--- src/rtl/sparse_mult_by_e_transpose.sv ---
// ---------------------------------------------------------------------------
// sparse_mult_by_e_transpose
//
// Expands each accepted input word into a frame of OUTPUT_LEN output beats.
// Every beat is zero except beat NZ_INDEX. That beat carries the captured word
// with each of its three lanes rotated right by SHIFT bits inside the lane.
//
// Parameters
//   WIDTH      data word width, three equal lanes of WIDTH/3 bits
//   OUTPUT_LEN number of output beats emitted per input word
//   NZ_INDEX   beat index that carries the non-zero block
//   SHIFT      per-lane circulant right rotation, 0..WIDTH/3-1
//
// Ports
//   i_clock        rising-edge clock
//   i_reset        synchronous, active-high reset
//   i_input_data   upstream word {high, mid, low}
//   i_input_valid  upstream valid
//   o_input_ready  upstream ready (high only while idle and out of reset)
//   o_output_data  downstream word
//   o_output_valid downstream valid
//   i_output_ready downstream ready
// ---------------------------------------------------------------------------
module sparse_mult_by_e_transpose #(
    parameter int WIDTH      = 96,
    parameter int OUTPUT_LEN = 11,
    parameter int NZ_INDEX   = 10,
    parameter int SHIFT      = 0
) (
    input  logic             i_clock,
    input  logic             i_reset,
    input  logic [WIDTH-1:0] i_input_data,
    input  logic             i_input_valid,
    output logic             o_input_ready,
    output logic [WIDTH-1:0] o_output_data,
    output logic             o_output_valid,
    input  logic             i_output_ready
);

    localparam int LANE = WIDTH / 3;
    localparam int BW   = $clog2(OUTPUT_LEN + 1);

    localparam logic [BW-1:0] LAST_BEAT = BW'(OUTPUT_LEN - 1);
    localparam logic [BW-1:0] NZ_BEAT   = BW'(NZ_INDEX);

    localparam logic [0:0] ST_IDLE = 1'b0;
    localparam logic [0:0] ST_EMIT = 1'b1;

    // Reject parameter sets that cannot describe a valid frame.
    if (WIDTH % 3 != 0) begin : g_bad_width
        $error("sparse_mult_by_e_transpose: WIDTH must be a multiple of 3");
    end
    if (OUTPUT_LEN < 1) begin : g_bad_len
        $error("sparse_mult_by_e_transpose: OUTPUT_LEN must be at least 1");
    end
    if (NZ_INDEX >= OUTPUT_LEN) begin : g_bad_nz
        $error("sparse_mult_by_e_transpose: NZ_INDEX must be below OUTPUT_LEN");
    end
    if (SHIFT >= WIDTH / 3) begin : g_bad_shift
        $error("sparse_mult_by_e_transpose: SHIFT must be below WIDTH/3");
    end

    // Rotate each lane right by SHIFT. A lane is doubled and shifted, so the
    // bits leaving the bottom come back in at the top of the same lane. No bit
    // crosses into a neighbouring lane.
    function automatic logic [WIDTH-1:0] rotate_lanes(input logic [WIDTH-1:0] word);
        logic [WIDTH-1:0]  result;
        logic [LANE-1:0]   lane;
        logic [2*LANE-1:0] doubled;
        result = '0;
        for (int i = 0; i < 3; i++) begin
            lane    = word[i*LANE +: LANE];
            doubled = {lane, lane} >> SHIFT;
            result[i*LANE +: LANE] = doubled[LANE-1:0];
        end
        return result;
    endfunction

    logic [0:0]       state;
    logic [BW-1:0]    beat;
    logic [BW-1:0]    next_beat;
    logic [WIDTH-1:0] captured;
    logic [WIDTH-1:0] out_data_q;

    assign next_beat = beat + BW'(1);

    // Ready is gated by reset. This keeps it low while reset is held, and it
    // rises in the first cycle after reset is released.
    assign o_input_ready  = (state == ST_IDLE) && !i_reset;
    assign o_output_valid = (state == ST_EMIT);
    assign o_output_data  = out_data_q;

    // The frame sequencer. The data register is loaded one beat ahead, so
    // every output comes straight from a flop. During a downstream stall the
    // output data and valid are held unchanged.
    always_ff @(posedge i_clock) begin
        if (i_reset) begin
            state      <= ST_IDLE;
            beat       <= '0;
            captured   <= '0;
            out_data_q <= '0;
        end else if (state == ST_IDLE) begin
            if (i_input_valid && o_input_ready) begin
                captured   <= i_input_data;
                beat       <= '0;
                state      <= ST_EMIT;
                out_data_q <= (NZ_BEAT == '0) ? rotate_lanes(i_input_data) : '0;
            end
        end else begin
            if (i_output_ready) begin
                if (beat == LAST_BEAT) begin
                    state      <= ST_IDLE;
                    beat       <= '0;
                    out_data_q <= '0;
                end else begin
                    beat       <= next_beat;
                    out_data_q <= (next_beat == NZ_BEAT) ? rotate_lanes(captured) : '0;
                end
            end
        end
    end

endmodule

--- config.mk ---
export PLATFORM = sky130hd
export DESIGN_NAME = sparse_mult_by_e_transpose
export DESIGN_NICKNAME = d
export VERILOG_FILES = /design/src/rtl/sparse_mult_by_e_transpose.sv
export SDC_FILE = /design/constraint.sdc
export NUM_CORES = 1
export LEC_CHECK = 0
export CORE_UTILIZATION = 48
export DETAILED_ROUTE_END_ITERATION = 8
export MAX_ROUTING_LAYER = met4
export PLACE_DENSITY_LB_ADDON = 0.05
export SLEW_MARGIN = 20
export SYNTH_ARGS = -nofsm -noshare
export SYNTH_HDL_FRONTEND = slang
export SYNTH_SLANG_ARGS = --single-unit
--- constraint.sdc ---
create_clock -name i_clock -period 2.09 [get_ports i_clock]
set_input_delay 0.418 -clock i_clock [delete_from_list [all_inputs] [get_ports i_clock]]
set_output_delay 0.418 -clock i_clock [all_outputs]
set_load 0.05 [all_outputs]
==> summary.txt <==
Clocking
  – Clk slew on worst S/H paths: about 0.06 ns
  – Cts repair resizes: 0
  – CTS buffer count: 17
  – CTS tree: yes
  – CTS max path bufs: 2
  – Clk_lat worst skew: between 0.4 and 0.5 ns
  – Post-CTS Hold Buffers: 0
  – Post-CTS setup buffer count: 0
  – Clk root buf: clkbuf_16
  – H-Tree Depth: 4
  – CTS sink count: around 200

Floorplanning
  – Chip height: 124 um
  – Core area: approximately 0.015 mm^2
  – Row count: 44
  – Die area: roughly 0.015 mm^2
  – Starting Density: around half
  – Die span in x: 124 um
  – Io pins: 198

Worst setup path
  – WP buf/inv: 1
  – Critical Path RT: between 1.5 and 2 ns
  – Dominant delay contributor by cell family on the critical path: buffers and inverters
  – CP peak stage delay: 0.83 ns
  – Reg2reg start: o_output_valid$_SDFF_PP0_
  – R2R cell count: 5
  – R2r setup slk: between 0.3 and 0.4 ns
  – Worst-path cell chain: clkdlybuf4s50_1
  – Worst Path Max Fanout: 2
  – Startpoint types: flip-flop
  – Worst Path Arrival: roughly 1.6 ns
  – Setup crit end: o_output_data[3]
  – Critical path class: flip-flop to primary output
  – Cell depth of the worst setup path: 1
  – Critical-path top delay cell: clkdlybuf4s50_1
  – Reg2reg end: o_output_data[88]$_SDFFE_PP0P_
  – CP Capture Type: primary output
  – CP startpoint: o_output_data[3]$_SDFFE_PP0P_

Power
  – Tot Pwr: between 8000 and 9000 uW
  – P_leak: about 0.0041 uW
  – Pwr per Cell Area: around 830 mW/mm^2
  – Worst VDD drop: ~0.65 mV

STA
  – Final Cycle Share: a little over nine tenths
  – Tmin final: 2.05 ns
  – Achievable frequency: about 0.49 GHz
  – Worst rel slew slack: around three fifths
  – Pins Over Slew Limit: 0
  – Worst-margin pin slew: 0.587 ns
  – Setup Skew: 0.0103 ns
  – Final Hold Fails: 0
  – Final setup violation count: 0
  – RSZ-0062 raised after global routing: false
  – TNS Setup: 0 ns

Final layout
  – Number of antenna diodes: 0
  – Cell Count, Final, Fillers Out: around 1100
  – Share of cells above drive strength 1: ~6.1%
  – Area Overhead vs Synth: 40.2%
  – Fillers: between 1000 and 1500
  – Storage cell area: about 0.004 mm^2
  – Final net count: roughly 1000
  – Multi-input gate area: a little under 0.003 mm^2

Drt
  – Vias/cell: roughly 5.3
  – First drt pass iteration count: 7
  – Number of remaining DRC errors: 0
  – Drt wl/cell: between 15 and 20 um
  – Initial DRC Count: around 410
  – Final antenna-violating net count: 0
  – DR vias: 6029
  – Post-Route WL: 18200 um

Place
  – Placed cell count: roughly 1100
  – IO buf count: 197
  – Gpl congestion: between 0.8 and 0.9
  – Final HPWL DP: about 11000 um

Global route
  – Via count of the first global-routing pass: 5626
  – Initial antenna violation count: 0
  – Largest net degree at the start of global routing: 64
  – GRT Overall Usage: 24.0%
  – First-pass GRT wire length: ~28000 um
  – Gr ovfl total: 0

Min path
  – Tightest Hold Check Type: primary input to flip-flop

Logic synthesis
  – Syn avg cell area: between 9 and 10 um^2
  – Distinct cells, synth: 24
  – Synth Register Bits: just under 200
  – Ys flop type: dfxtp_1
  – Post-synth EDFFs: 0
  – Sequential fraction of the synthesis area: 55.2%
  – Mapped cell area: roughly 0.007 mm^2
  – Ys async rst share: 0%
  – Syn nets: 878
  – YS warnings: 0
  – Syn Inst Count: 775

Run
  – Max-cap violations: 0

Run status
  – Status: finished clean
## state kept, by name, summed over array words and instances, names as in the netlist
signal          count
captured           96
o_output_data      96
beat                4
o_output_valid      1
## logic make-up (layout without fill, tap and decap cells)
logic type	count (synthesis)	count (layout)	share of synthesized area, %
compound gates	102	102	13.9
xor+xnor	2	2	0.350
buf+inv	67	248	4.55
flops	197	197	55.2
simple gates	404	404	25.5
fa+ha+maj	3	3	0.525
## through the flow
step | area, um^2 | hold WS [ns] | worst slack [ns] | utilization, %
6_report | 10000 | 0.377 | 0.0440 | 69.0
3_3_place_gp | 9330 | 0.445 | 0.145 | 64.2
5_1_grt | 10000 | 0.385 | 0.00181 | 69.0
2_1_floorplan | 7150 | 0.488 | 0.101 | -
3_5_place_dp | 9330 | 0.457 | 0.0825 | 64.2
4_1_cts | 10000 | 0.360 | 0.0287 | 68.9
## layout make-up
type	instances	share of cell area [%]
Sequential cell	197	39.3
Multi-Input combinational cell	511	29.0
Timing Repair Buffer	214	22.4
Clock buffer	21	4.69
Tap cell	184	2.30
Clock inverter	11	2.18
Inverter	2	0.0749
## metal layers
metal  track usage [%]  wire length, um  up-vias
li1                  -                -     2950
met1              28.5             8080     2889
met2              39.8             8770      179
met4              5.88              121        0
met3              7.33             1260       11
met5                 -                0        -
## cells in the mapped netlist, types with 2 or more instances
cell type | number | area, um^2
a21oi_1 | 4 | 20.0
a32o_1 | 96 | 961
buf_1 | 2 | 7.51
buf_2 | 23 | 115
buf_6 | 6 | 67.6
clkbuf_1 | 34 | 128
dfxtp_1 | 197 | 3940
ha_1 | 3 | 37.5
inv_1 | 2 | 7.51
nand2_1 | 290 | 1090
nand3_1 | 6 | 30.0
nand4_1 | 2 | 12.5
nor2b_1 | 97 | 607
nor3b_2 | 2 | 25.0
or3b_2 | 2 | 17.5
## power breakdown
group / leakage, uW / internal [uW] / switching [uW]
registers: 0.00160 / 3890 / 34.6
logic: 0.00214 / 328 / 329
clock network: 0.000334 / 2350 / 1400
## worst min-delay path by stage
stage,from,to,slack [ns],cells past startpoint
final,i_reset,beat[2]$_SDFFE_PP0P_,0.38,2
after global routing,i_reset,beat[2]$_SDFFE_PP0P_,0.38,2
after floorplan,beat[2]$_SDFFE_PP0P_,beat[2]$_SDFFE_PP0P_,0.49,2
after CTS,i_reset,beat[2]$_SDFFE_PP0P_,0.36,2
after global placement,o_output_data[51]$_SDFFE_PP0P_,o_output_data[51]$_SDFFE_PP0P_,0.45,1
after detailed placement,o_output_data[25]$_SDFFE_PP0P_,o_output_data[25]$_SDFFE_PP0P_,0.46,1
## cells in the final DEF (no fill, tap or decap), types with 2 or more instances in the layout
| master | n |
|---|---|
| a32o_1 | 96 |
| clkinv_4 | 2 |
| nor3b_4 | 2 |
| nand4_1 | 2 |
| clkbuf_16 | 17 |
| nor2b_1 | 97 |
| a21oi_1 | 4 |
| inv_1 | 2 |
| ha_1 | 3 |
| nand2_1 | 290 |
| buf_12 | 12 |
| buf_4 | 8 |
| clkdlybuf4s50_1 | 193 |
| bufinv_16 | 6 |
| dfxtp_1 | 197 |
| nand3_1 | 6 |
| clkbuf_8 | 3 |
No activity file was read; power rests on OpenSTA's default activity.
